--- config.mk ---
export PLATFORM = sky130hd
export DESIGN_NAME = ps2_kbd_ctrl
export DESIGN_NICKNAME = d
export VERILOG_FILES = /design/src/rtl/ps2_kbd_ctrl.sv
export SDC_FILE = /design/constraint.sdc
export NUM_CORES = 1
export LEC_CHECK = 0
export ABC_AREA = 1
export BUFFER_PORTS_ARGS = -buffer_cell sky130_fd_sc_hd__buf_2
export CAP_MARGIN = 20
export CORE_ASPECT_RATIO = 2
export CORE_MARGIN = 2
export CORE_UTILIZATION = 54
export CTS_CLUSTER_SIZE = 24
export DETAILED_ROUTE_END_ITERATION = 10
export PLACE_DENSITY = 0.79
export SYNTH_ARGS = -nofsm -noshare
export SYNTH_HDL_FRONTEND = slang
export SYNTH_SLANG_ARGS = --single-unit
--- constraint.sdc ---
create_clock -name clk -period 1.92 [get_ports clk]
set_input_delay 0.384 -clock clk [delete_from_list [all_inputs] [get_ports clk]]
set_output_delay 0.384 -clock clk [all_outputs]
set_load 0.005 [all_outputs]
--- src/rtl/ps2_kbd_ctrl.sv ---
// PS/2 keyboard controller: scancode FIFO with level irq for the CPU, plus a command
// path that transmits a byte, waits for the device ACK and retries on resend.
module ps2_kbd_ctrl #(
  parameter int clkf           = 50000000,
  parameter int FIFO_DEPTH     = 8,
  parameter int ACK_TIMEOUT_MS = 20,
  parameter int MAX_RETRIES    = 3
) (
  input  logic       clk,
  input  logic       reset,
  input  logic       cs,
  input  logic       data_m_access,
  input  logic       data_m_wr_en,
  input  logic       data_m_addr,
  input  logic [7:0] data_m_data_in,
  output logic [7:0] data_m_data_out,
  output logic       data_m_ack,
  input  logic [7:0] ps2_rx,
  input  logic       ps2_rx_valid,
  input  logic       ps2_error,
  output logic       ps2_start_tx,
  output logic [7:0] ps2_tx,
  input  logic       ps2_tx_busy,
  input  logic       ps2_tx_complete,
  output logic       irq
);

  localparam int PTR_W  = $clog2(FIFO_DEPTH);
  localparam int CNT_W  = PTR_W + 1;
  localparam int RELOAD = (clkf / 1000) * ACK_TIMEOUT_MS;
  localparam int TMR_W  = $clog2(RELOAD) + 1;
  localparam int RTY_W  = $clog2(MAX_RETRIES + 1) + 1;

  typedef enum logic [1:0] {IDLE, SEND, WAIT_TX, WAIT_ACK} state_t;

  state_t           state;
  logic [7:0]       cmd;
  logic             cmd_error;
  logic [RTY_W-1:0] retries;
  logic [TMR_W-1:0] timer;

  logic [7:0]       mem [FIFO_DEPTH];
  logic [PTR_W-1:0] wr_ptr;
  logic [PTR_W-1:0] rd_ptr;
  logic [CNT_W-1:0] count;
  logic             parity_err;
  logic             overflow;

  logic access, rd_data, wr_data, rd_status, wr_status;
  logic fifo_empty, fifo_full, pop, push, push_req, flush, ovf_set, perr_set;
  logic fsm_consume, cmd_busy;
  logic [7:0] status;

  assign access    = cs & data_m_access & ~data_m_ack;
  assign rd_data   = access & ~data_m_wr_en & ~data_m_addr;
  assign wr_data   = access &  data_m_wr_en & ~data_m_addr;
  assign rd_status = access & ~data_m_wr_en &  data_m_addr;
  assign wr_status = access &  data_m_wr_en &  data_m_addr;

  assign fifo_empty = (count == '0);
  assign fifo_full  = (count == CNT_W'(FIFO_DEPTH));
  assign cmd_busy   = (state != IDLE);

  // ACK, resend and any errored byte belong to the command handshake while waiting for it
  assign fsm_consume = (state == WAIT_ACK) & ps2_rx_valid &
                       (ps2_error | (ps2_rx == 8'hFA) | (ps2_rx == 8'hFE));

  assign pop      = rd_data & ~fifo_empty;
  assign flush    = wr_status & data_m_data_in[0];
  assign push_req = ps2_rx_valid & ~ps2_error & ~fsm_consume;
  assign push     = push_req & (~fifo_full | pop);
  assign ovf_set  = push_req & fifo_full & ~pop;
  assign perr_set = ps2_rx_valid & ps2_error;

  assign status = {3'b000, parity_err, overflow, cmd_error, cmd_busy, ~fifo_empty};
  assign irq    = ~fifo_empty;

  always_ff @(posedge clk) begin
    if (push)
      mem[wr_ptr] <= ps2_rx;
  end

  always_ff @(posedge clk or posedge reset) begin
    if (reset) begin
      wr_ptr          <= '0;
      rd_ptr          <= '0;
      count           <= '0;
      parity_err      <= 1'b0;
      overflow        <= 1'b0;
      data_m_ack      <= 1'b0;
      data_m_data_out <= 8'h00;
    end else begin
      data_m_ack <= access;
      if (rd_data)
        data_m_data_out <= fifo_empty ? 8'h00 : mem[rd_ptr];
      else if (rd_status)
        data_m_data_out <= status;
      else
        data_m_data_out <= 8'h00;

      parity_err <= perr_set | (parity_err & ~rd_status);
      overflow   <= ovf_set  | (overflow   & ~rd_status);

      if (flush) begin
        wr_ptr <= '0;
        rd_ptr <= '0;
        count  <= '0;
      end else begin
        if (push)
          wr_ptr <= wr_ptr + PTR_W'(1);
        if (pop)
          rd_ptr <= rd_ptr + PTR_W'(1);
        case ({push, pop})
          2'b10:   count <= count + CNT_W'(1);
          2'b01:   count <= count - CNT_W'(1);
          default: count <= count;
        endcase
      end
    end
  end

  always_ff @(posedge clk or posedge reset) begin
    if (reset) begin
      state        <= IDLE;
      cmd          <= 8'h00;
      cmd_error    <= 1'b0;
      retries      <= '0;
      timer        <= '0;
      ps2_start_tx <= 1'b0;
      ps2_tx       <= 8'h00;
    end else begin
      ps2_start_tx <= 1'b0;
      ps2_tx       <= 8'h00;
      case (state)
        IDLE: begin
          if (wr_data) begin
            cmd       <= data_m_data_in;
            cmd_error <= 1'b0;
            retries   <= '0;
            state     <= SEND;
          end
        end
        SEND: begin
          if (!ps2_tx_busy) begin
            ps2_start_tx <= 1'b1;
            ps2_tx       <= cmd;
            timer        <= TMR_W'(RELOAD);
            state        <= WAIT_TX;
          end
        end
        WAIT_TX: begin
          if (ps2_tx_complete) begin
            timer <= TMR_W'(RELOAD);
            state <= WAIT_ACK;
          end else if (timer == '0) begin
            cmd_error <= 1'b1;
            state     <= IDLE;
          end else begin
            timer <= timer - TMR_W'(1);
          end
        end
        WAIT_ACK: begin
          if (ps2_rx_valid && !ps2_error && ps2_rx == 8'hFA) begin
            state <= IDLE;
          end else if (ps2_rx_valid && (ps2_error || ps2_rx == 8'hFE)) begin
            if (retries < RTY_W'(MAX_RETRIES)) begin
              retries <= retries + RTY_W'(1);
              state   <= SEND;
            end else begin
              cmd_error <= 1'b1;
              state     <= IDLE;
            end
          end else if (timer == '0) begin
            cmd_error <= 1'b1;
            state     <= IDLE;
          end else begin
            timer <= timer - TMR_W'(1);
          end
        end
        default: state <= IDLE;
      endcase
    end
  end

endmodule
======== Word-level counts from Yosys, hierarchy flattened ========
Memories as Yosys holds them, arrays and structs flattened.
Index checks and enable logic that the tools add are counted.
word-level totals
  memories ................................ 1
  bits in writable memories ............... 64
  input port bits ......................... 26
  register bits ........................... 65
  output and inout bits ................... 19
memory list
  memory  words  bits a word  read ports  clocked after Yosys merged registers in  wr ports  RTL line  text
  mem     8      8            1           0                                        1         42        logic [7:0] mem [FIFO_DEPTH];
cells by class
  add/sub/neg operators ................... 6
  reduce and logical (&&, ||, !) cells .... 20
  eq/ne operators ......................... 16
  bitwise logic cells ..................... 34
  magnitude comparators ................... 1
  muxes and demuxes ....................... 41
operators with widths
  kind                     number
  $mux W21                 5
  $pmux W21 S3             1
  $mux W8                  4
  $mux W3                  8
  $logic_not A21 Y1        1
  $sub A21 B1 Y21 const B  1
  $and A1 B1 Y1            20
  $eq A8 B8 Y1 const B     2
  $mux W2                  6
  $mux W1                  11
  $ne A2 B2 Y1 const B     5
  $reduce_and A5 Y1        2
  $add A3 B1 Y3 const B    3
  $not A1 Y1               9
  $reduce_bool A3 Y1       3
  $pmux W2 S4              1
  $pmux W4 S2              1
  $reduce_bool A2 Y1       4
  $eq A2 B2 Y1 const B     3
  $pmux W3 S2              1
  $mux W5                  1
  $or A1 B1 Y1             5
  $add A4 B1 Y4 const B    1
  $eq A2 B1 Y1 const B     2
  other kinds (14)         18

======== Depth between registers and ports, before layout ========
Gate-level depths: netlist (run 1).
  depth after elaboration ................. 10
  mapped depth ............................ 18
  depth with buffers taken out ............ 18

======== Worst setup path after synthesis (run 1) ========
Ideal clock, no wire load.
  path type ............................... register -> register
  start point ............................. reg count[1]
  end point ............................... reg count[3]
  data required time ...................... 1.802 ns
  stages on the path, launching flop included .. 16
  data arrival time ....................... 2.044 ns
  buffers on the path ..................... 0
  slack ................................... -0.242 ns
  clock period less this slack ............ 2.162 ns
  cells stage by stage .................... dfrtp_1 -> nor3_4 -> nand2_2 -> nand3_2 -> inv_1 -> nand2_4 -> inv_1 -> ha_1 -> a21oi_1 -> nand2_1 -> xor2_1 -> inv_1 -> nand2_1 -> nand2_1 -> nand2_1 -> nand2_1
on the way
  longest elaborated chain between the ends .. 8
  elaborated cells between the ends (all ways) .. 14
  those cells by class .................... add/sub (2); eq/ne (3); mux (2); bitwise (5); reduce/logical (2)
ends and longest elaborated chain
  item                                                 RTL line  text
  start, declared                                      45        logic [CNT_W-1:0] count;
  start signal, assigned                               114       2'b10: count <= count + CNT_W'(1);
  start signal, assigned                               115       2'b01: count <= count - CNT_W'(1);
  start signal, assigned                               116       default: count <= count;
  $logic_not A4 Y1 (*)                                 60        assign fifo_empty = (count == '0);
  $not A1 Y1 (*)                                       -
  via irq                                              25        output logic irq
  $and A1 B1 Y1 (*)                                    68        assign pop = rd_data & ~fifo_empty;
  $or A1 B1 Y1                                         71        assign push = push_req & (~fifo_full | pop);
  $and A1 B1 Y1                                        71
  $eq A2 B1 Y1 / $eq A2 B2 Y1 (equally long branches)  113       case ({push, pop})
  $pmux W4 S2                                          113
  $mux W4                                              104       if (flush) begin
The timed path passes the listed nets; every way through them passes the cells marked *.
A chain may end at the register's enable or synchronous reset.

======== Worst setup path in the final report (run 1) ========
  start point ............................. reg data_m_ack
  end point ............................... mem mem[7][5], enable pin
on the way
  longest elaborated chain between the ends .. 9
ends and longest elaborated chain
  item                           RTL line  text
  start, declared                17        output logic data_m_ack,
  start signal, assigned         93        data_m_ack <= access;
  $not A1 Y1                     54        assign access = cs & data_m_access & ~data_m_ack;
  $and A1 B1 Y1                  54
  $and A1 B1 Y1 (2 in a row)     55        assign rd_data = access & ~data_m_wr_en & ~data_m_addr;
  $and A1 B1 Y1                  68
  $or A1 B1 Y1                   71
  $and A1 B1 Y1                  71
  $mux W1                        79        if (push)
  $mux W1 (implied by the code)  80        mem[wr_ptr] <= ps2_rx;
  end, declared                  42
No other way between the ends.

==> metrics.txt, run 1 <==
vias 4909; Least-Margin Pin Slew 520 ps; post-route DRC violation count 0; reg2reg end mem[7][5]$_DFFE_PP_; total die area 12100 sq um; peak supply drop 1080 uV; Setup WS post-layout -53.7 ps; synthesized area 6020 sq um; post-route minimum period 1970 ps; Fmax 507 MHz; I/O Pins 45; Sequential Power Share 35.9%; Final Slew Violations 0; gr ovfl total 0; Reg-to-Reg Start data_m_ack$_DFF_PP0_; Synth Flop Type dfrtp_1; pin count of the biggest net entering global routing 36; clock edge transition at the registers on the reported setup and hold paths 60 ps; antenna cell count 0; port bufs 44; outcome complete, but fails checks; Net Count, Synth 657; global-route wire length before repair 22900 microns; cell count after synthesis 623; cell row count 54; synth-to-layout area growth 26.0%; startpoint types register; Global Route met3 Usage 4.31%; Clk pwr share 30.6%; slowest stage cell, crit path dfrtp_1; initial antenna violation count 0; Die Height 153 microns; met2 usage in global routing 47.0%; syn avg cell area 9.66 sq um; EDFF count, synth 64; clk_skew 9.93 ps; Core ar. 10900 sq um; Buf+Inv Stages, Crit Path 3; CP Data Required Time 2050 ps; commonest cells in the netlist nand2_1 (114), nor2_1 (96), dfrtp_1 (65); Root Driver clkbuf_16; Nets 766; total CTS buffers 17; width of the die 78.6 microns; internal cell power 6560 uW; final setup vio count 66; drt first pass iters 7; Slew HR 65.2%; ys async rst share 50.4%; layout cells sized above 1 26.8%; PD cells 1370 nW/um^2; clk_lat worst skew 420 ps; Clock H-tree levels 4; global routing's busiest layer met2; Place WS -413 ps; post-route ant nets 0; NetSw 3800 uW; failing checks hold timing, setup timing; CP most frequent cell nor2_4; critical-path cell list nand3b_4 -> nor2_4 -> nand3_2 -> buf_4 -> nand3_2 -> inv_1 -> nor2_4 -> nand2_4 -> nor2_4 -> buf_8; most frequent cell after synthesis nand2_1; crit share post-route 103%; Largest stage delay, worst path 380 ps; R2R cell count 10; Overall Global Routing Usage 24.9%; RSZ-0062 raised after global routing true; post-synth cell types 36; CP max FO 8; largest area contributor in the netlist edfxtp_1; crit path kind reg -> reg; vias in the first global route 4914; setup slack, reg-to-reg -50 ps; CP Data Arrival Time 2100 ps; post-layout util 69.7%; CP top delay family simple AND/OR/NAND/NOR gates; Final Hold Fails 2; Hold Crit Class in -> async; First DRT Iteration DRCs 319; Synth top area share 31.9%; Sw Ratio 36.6%; final WL 14500 microns; hpwl dp 9730 microns; WHS -0.313 ps; Max-Cap Viols 0; starting density of the core 55.3%; WL per Instance 16.4 microns; synth top area cells edfxtp_1 (32%), dfrtp_1 (27%), nand2_1 (7.1%), nor2_1 (6.0%), o21ai_0 (4.7%); Combinational Power Share 33.5%; Ys Warns 0; P_leak 0.00343 uW; Placer Congestion 0.929; vias per cell 5.55; post-synthesis register bit count 129; met1 Usage GRT 25.1%; CTS tree built; CTS max path bufs 2; Crit. End Element register; sequential share of the synthesized area 59.0%; CTS sink count 129; Post-CTS Hold Buffers 0
==> how the worst max path moves through the flow <==
stage,start,to,depth (start not counted),slack (ps)
detailed placement,ps2_rx[6],count[3]$_DFFE_PP0P_,18,-410
global route,count[0]$_DFFE_PP0P_,count[3]$_DFFE_PP0P_,15,-170
finish,data_m_ack$_DFF_PP0_,mem[7][5]$_DFFE_PP_,10,-50
global placement,ps2_rx[6],count[3]$_DFFE_PP0P_,18,-370
CTS,count[1]$_DFFE_PP0P_,count[3]$_DFFE_PP0P_,15,-10
floorplan,ps2_rx[5],count[3]$_DFFE_PP0P_,17,-200
==> cells by family (layout without fill, tap and decap cells) <==
family / Yosys count / count (layout) / synth area share [%]
adder cells (fa/ha/maj): 8 / 8 / 1.79
buffers and inverters: 85 / 206 / 5.86
AO/OA/AOI/OAI: 99 / 99 / 9.32
XOR/XNOR: 6 / 6 / 0.873
flip-flops: 129 / 129 / 59.0
AND/OR/NAND/NOR: 296 / 297 / 23.2
==> flip-flops by register name, indices dropped and copies added (netlist names) <==
| name | flops |
|---|---|
| state | 2 |
| data_m_ack | 1 |
| retries | 3 |
| cmd | 8 |
| rd_ptr | 3 |
| timer | 21 |
| wr_ptr | 3 |
| overflow | 1 |
| cmd_error | 1 |
| mem | 64 |
| data_m_data_out | 8 |
| ps2_tx | 8 |
| parity_err | 1 |
| ps2_start_tx | 1 |
| count | 4 |
==> power groups by stage <==
| stage | clock network (uW) | logic [uW] | registers (uW) |
|---|---|---|---|
| global route | 3340 | 3870 | 3780 |
| global placement | 0 | 3030 | 3730 |
| CTS | 3200 | 3250 | 3710 |
| finish | 3170 | 3470 | 3720 |
| floorplan | 0 | 2230 | 3720 |
| detailed placement | 0 | 3170 | 3750 |
==> worst register-to-register path, stage by stage (launching register included) <==
cell and delay (ps):
dfrtp_1 380, nand3b_4 170, nor2_4 100, nand3_2 110, buf_4 170, nand3_2 80, inv_1 70, nor2_4 180
nand2_4 130, nor2_4 130, buf_8 160
==> area by class of cell <==
class / instances / area (sq um)
clock buffer: 17 / 425
inverter: 69 / 265
fill: 792 / 3300
timing repair buffer: 105 / 763
sequential: 129 / 3550
clock inverter: 15 / 160
multi-input combinational: 410 / 2240
tap: 140 / 175
==> cells in the final DEF (no fill, tap or decap), types with 17 or more instances in the layout <==
cell,netlist,final
nand2_1,114,113
nor2_1,96,87
dfrtp_1,65,64
edfxtp_1,64,64
inv_1,62,59
o21ai_0,56,56
buf_4,5,50
buf_2,0,44
nand3_1,37,36
clkbuf_16,0,17
==> timing repair <==
item,CTS,global route
setup buffers,4,6
pin swaps,8,11
setup endpoints to repair,66,71
cloned,0,1
gates resized for setup,9,36
==> routing by layer <==
metal | share of wire [%] | vias to the layer above
met1 | 35 | 2385
met3 | 3.9 | 35
met5 | 0 | -
li1 | - | 2308
met2 | 58 | 181
met4 | 3.1 | 0
==> metrics by stage <==
step / std cells / setup TNS (ps) / total power, uW / cell area [sq um] / hold WS, ps
after floorplan: 623 / -196 / 5940 / 6030 / 452
after global placement: 842 / -7680 / 6760 / 6740 / 446
after detailed placement: 842 / -10730 / 6930 / 6740 / 450
after CTS: 878 / -146 / 10200 / 7380 / 6.99
after global routing: 885 / -8350 / 11000 / 7580 / 40.8
final: 885 / -2290 / 10400 / 7580 / -0.313
(Power assumes the default switching activity.)
==> run 2, diff against run 1 <==
Settings changed: PLACE_DENSITY 0.79 to 0.76.
Clock period 1.92 ns to 2.44 ns, I/O delays scaled along.
==> run 2 against run 1 <==
Compared with the run above:
- the flow now finishes without violations
- clock skew increased by 1.6 ps
- core utilization shrank 3.9 points
- clock power is 21% lower
- largest power group unchanged
==> metrics.txt, run 2 (synthesized netlist as in run 1, its figures left out) <==
outcome finished clean; Placer Congestion 0.940; Place WS -50.3 ps; startpoint types register; vias 4613; highest-count cells in the layout ignoring fill and taps nand2_1 (114), nor2_1 (95), dfrtp_1 (64), edfxtp_1 (64), inv_1 (61); Reg-to-Reg Start count[2]$_DFFE_PP0P_; largest register by flop count mem; Least-Margin Pin Slew 666 ps; Setup WS post-layout 82.3 ps; clk_skew 11.5 ps; # fillers 859; crit share post-route 96.6%; global-route wire length before repair 22300 microns; Final Slew Violations 0; CP startpoint count[2]$_DFFE_PP0P_; antenna cell count 0; hpwl dp 9650 microns; Core ar. 10900 sq um; gr ovfl total 0; reg2reg end count[3]$_DFFE_PP0P_; setup slack, reg-to-reg 80 ps; clock edge transition at the registers on the reported setup and hold paths 60 ps; post-route minimum period 2360 ps; Max-Cap Viols 0; Nets 732; CTS max path bufs 2; I/O Pins 45; clk_lat worst skew 420 ps; WL per Instance 16.3 microns; CTS tree built; drt first pass iters 6; WHS 134 ps; Crit. End Element register; PD cells 1100 nW/um^2; synth-to-layout area growth 18.9%; crit path to count[3]$_DFFE_PP0P_; top flop regs mem (64), timer (21); peak supply drop 850 uV; Fmax 424 MHz; final WL 13900 microns; width of the die 78.6 microns; vias per cell 5.42; total die area 12100 sq um; Post-CTS Hold Buffers 0; CTS sink count 129; CP Data Arrival Time 2670 ps; vias in the first global route 4673; Die Height 153 microns; post-route ant nets 0; P_leak 0.00324 uW; layout cells sized above 1 21.4%; number of flip-flops in the largest register 64; Slew HR 55.5%; CP max FO 4; pin count of the biggest net entering global routing 66; First DRT Iteration DRCs 311; port bufs 44; Overall Global Routing Usage 24.3%; Root Driver clkbuf_16; R2R cell count 15; cell row count 54; Hold Crit Class in -> async; final setup vio count 0; starting density of the core 55.3%; commonest non-fill, non-tap cell in the layout nand2_1; CP Data Required Time 2750 ps; crit path kind reg -> reg; Final Hold Fails 0; Clock H-tree levels 4; total CTS buffers 17; post-route DRC violation count 0; initial antenna violation count 0
-- run 2: per-stage QoR --
step | cell area, sq um | setup TNS, ps | util [%] | power [uW] | cells
after global routing | 7150 | -110 | 65.8 | 8320 | 851
after CTS | 7120 | 0 | 65.4 | 7820 | 850
after floorplan | 6020 | 0 | - | 4670 | 623
final | 7150 | 0 | 65.8 | 7850 | 851
after detailed placement | 6530 | -50.3 | 60.1 | 5310 | 818
after global placement | 6530 | 0 | 60.1 | 5180 | 818
-- run 2: report_power, final --
part           leakage [uW]  total (uW)  internal [uW]  switching, uW
registers           0.00139        2960           2670            286
logic               0.00157        2390            806           1580
clock network      0.000276        2500           1520            980
-- run 2: cell type report --
type | instances | area, sq um | area share (%)
clock inverter | 14 | 155 | 2.17
sequential | 129 | 3550 | 49.6
tap | 140 | 175 | 2.45
clock buffer | 18 | 429 | 6.00
multi-input combinational | 409 | 2140 | 29.9
inverter | 69 | 259 | 3.62
timing repair buffer | 72 | 443 | 6.19
-- run 2: routing by layer --
layer / track usage (%) / vias up / routed length, microns
met2: 45.2 / 148 / 7940
met3: 4.84 / 27 / 566
met1: 26.0 / 2203 / 5050
li1: - / 2235 / -
met4: 10.1 / 0 / 300
met5: 0 / - / 0
-- run 2: how the worst min path moves through the flow --
stage / endpoint / cells after the start / slack [ps] / startpoint
after floorplan: timer[18]$_DFFE_PP0P_ / 2 / 450 / timer[18]$_DFFE_PP0P_
after global placement: timer[18]$_DFFE_PP0P_ / 2 / 460 / timer[18]$_DFFE_PP0P_
after detailed placement: timer[18]$_DFFE_PP0P_ / 2 / 470 / timer[18]$_DFFE_PP0P_
after CTS: rd_ptr[2]$_DFFE_PP0P_ / 3 / 150 / reset
after global routing: cmd[2]$_DFFE_PP0P_ / 3 / 160 / reset
final: ps2_tx[3]$_DFF_PP0_ / 3 / 130 / reset
-- run 2: repair_timing --
| item | 4_1_cts | 5_1_grt |
|---|---|---|
| endpoints found under the hold margin | 0 | 0 |
| endpoints found under the setup margin | 0 | 1 |
| buffers inserted | 0 | 1 |
| resized for setup | 0 | 5 |
-- run 2: worst max-delay path: stages (launching register included) --
cell and delay [ps]:
dfrtp_1 460, nor3_4 250, nand2_2 100, nand3_2 120, inv_1 100, nand2_4 70
inv_1 90, ha_4 300, nand3_1 90, nand2_1 120, xor2_2 190, inv_1 90
nand2_1 90, nand2_1 60, nand2_1 60, nand2_1 40
==> run 3, diff against run 2 <==
Settings changed: PLACE_DENSITY 0.76 to 0.79.
Clock period 2.44 ns to 2.05 ns, I/O delays scaled along.
==> run 3 against run 2 <==
Compared with the run above:
- non-clock buffer count is 21 higher
- core utilization is 1.6 points higher
- global-route usage is 0.30 points higher
- sequential power is 17% higher
- first-iteration DRC count is 5.5% higher
- combinational power is 30% higher
- maximum frequency is 20% higher
- setup slack better by 8.2 ps
- die area stayed put
- routed wire length is 0.53% higher
- critical path type unchanged
==> metrics.txt, run 3 (synthesized netlist as in run 1, its figures left out) <==
Hold Crit Class in -> async; P_leak 0.00334 uW; Post-CTS Hold Buffers 0; crit share post-route 95.6%; WHS 29.9 ps; post-route DRC violation count 0; total CTS buffers 17; highest-count cells in the layout ignoring fill and taps nand2_1 (114), nor2_1 (95), dfrtp_1 (64), edfxtp_1 (64), inv_1 (59); Slew HR 61.3%; Clock H-tree levels 4; critical-path cell list nor3_4 -> nand2_2 -> nand3_2 -> inv_2 -> nand2_4 -> inv_6 -> ha_4 -> a21oi_2 -> nand2_1 -> xor2_1 -> inv_1 -> nand2_1 -> nand2_1 -> nand2_1 -> nand2_1; post-route minimum period 1960 ps; First DRT Iteration DRCs 328; Nets 753; WL per Instance 16.0 microns; RSZ-0062 raised after global routing true; final setup vio count 0; post-layout util 67.4%; cell row count 54; CP Data Arrival Time 2270 ps; CP most frequent cell nand2_1; hpwl dp 9780 microns; synth-to-layout area growth 21.8%; CTS max path bufs 2; port bufs 44; I/O Pins 45; CP max FO 3; slowest stage cell, crit path dfrtp_2; antenna cell count 0; outcome finished clean; vias in the first global route 4915; Crit. End Element register; initial antenna violation count 0; pin count of the biggest net entering global routing 44; Final Hold Fails 0; Pwr Total 9450 uW; Least-Margin Pin Slew 580 ps; clk_lat worst skew 420 ps; top flop regs mem (64), timer (21); Final Slew Violations 0; final WL 13900 microns; global-route wire length before repair 22500 microns; crit path kind reg -> reg; Core ar. 10900 sq um; total die area 12100 sq um; CTS sink count 129; Largest stage delay, worst path 420 ps; Placer Congestion 0.931; peak supply drop 1000 uV; vias per cell 5.44; drt first pass iters 5; number of flip-flops in the largest register 64; vias 4742; largest register by flop count mem; clock edge transition at the registers on the reported setup and hold paths 60 ps; post-route ant nets 0; CP top delay family simple AND/OR/NAND/NOR gates; Max-Cap Viols 0; layout cells sized above 1 24.2%; Root Driver clkbuf_16; starting density of the core 55.3%; clk_skew 9.35 ps; width of the die 78.6 microns; gr ovfl total 0; startpoint types register; Die Height 153 microns; PD cells 1290 nW/um^2; CTS tree built; CP Data Required Time 2360 ps; Fmax 510 MHz; commonest non-fill, non-tap cell in the layout nand2_1; Overall Global Routing Usage 24.6%; TNS Setup 0 ps; Buf+Inv Stages, Crit Path 3
[run 3: routing by layer]
layer	GRT usage (%)	up-vias	share of wire, %
li1	-	2292	-
met1	24.3	2257	36
met2	46.2	158	57
met3	5.49	35	4.4
met4	12.7	0	2.8
met5	0	-	0
[run 3: layout make-up]
cell class                 count  area, sq um
sequential                   129         3550
clock buffer                  17          425
multi-input combinational    409         2150
inverter                      69          268
clock inverter                15          145
fill                         855         3550
timing repair buffer          93          613
tap                          140          175
[run 3: final timing paths]
check	depth (start not counted)	start	slack, ps	to
min	2	reset	30	ps2_tx[5]$_DFF_PP0_
max	15	count[0]$_DFFE_PP0P_	90	count[3]$_DFFE_PP0P_
max reg2reg	15	count[0]$_DFFE_PP0P_	90	count[3]$_DFFE_PP0P_
min in group clk	2	ps2_tx_busy	190	ps2_start_tx$_DFF_PP0_
max in group asynchronous	3	reset	1430	timer[1]$_DFFE_PP0P_
min reg2reg	2	cmd[4]$_DFFE_PP0P_	480	ps2_tx[4]$_DFF_PP0_
[run 3: report_power, final]
| group | switching (uW) | leakage, uW | total [uW] | internal (uW) |
|---|---|---|---|---|
| clock | 1200 | 0.000278 | 2900 | 1700 |
| sequential | 273 | 0.00139 | 3450 | 3180 |
| combinational | 1990 | 0.00167 | 3100 | 1120 |
[run 3: repair_timing]
| action | 4_1_cts | 5_1_grt |
|---|---|---|
| gates cloned | 0 | 0 |
| gates resized for setup | 3 | 6 |
| pin swaps | 1 | 8 |
| endpoints found under the setup margin | 1 | 2 |
| setup buffers | 1 | 1 |
[run 3: metrics by stage]
step / setup WS, ps / instance area [sq um] / std cells
CTS: 13.7 / 7300 / 871
global placement: -256 / 6700 / 838
detailed placement: -352 / 6700 / 838
finish: 90.5 / 7330 / 872
global route: -6.12 / 7330 / 872
floorplan: -111 / 6020 / 623
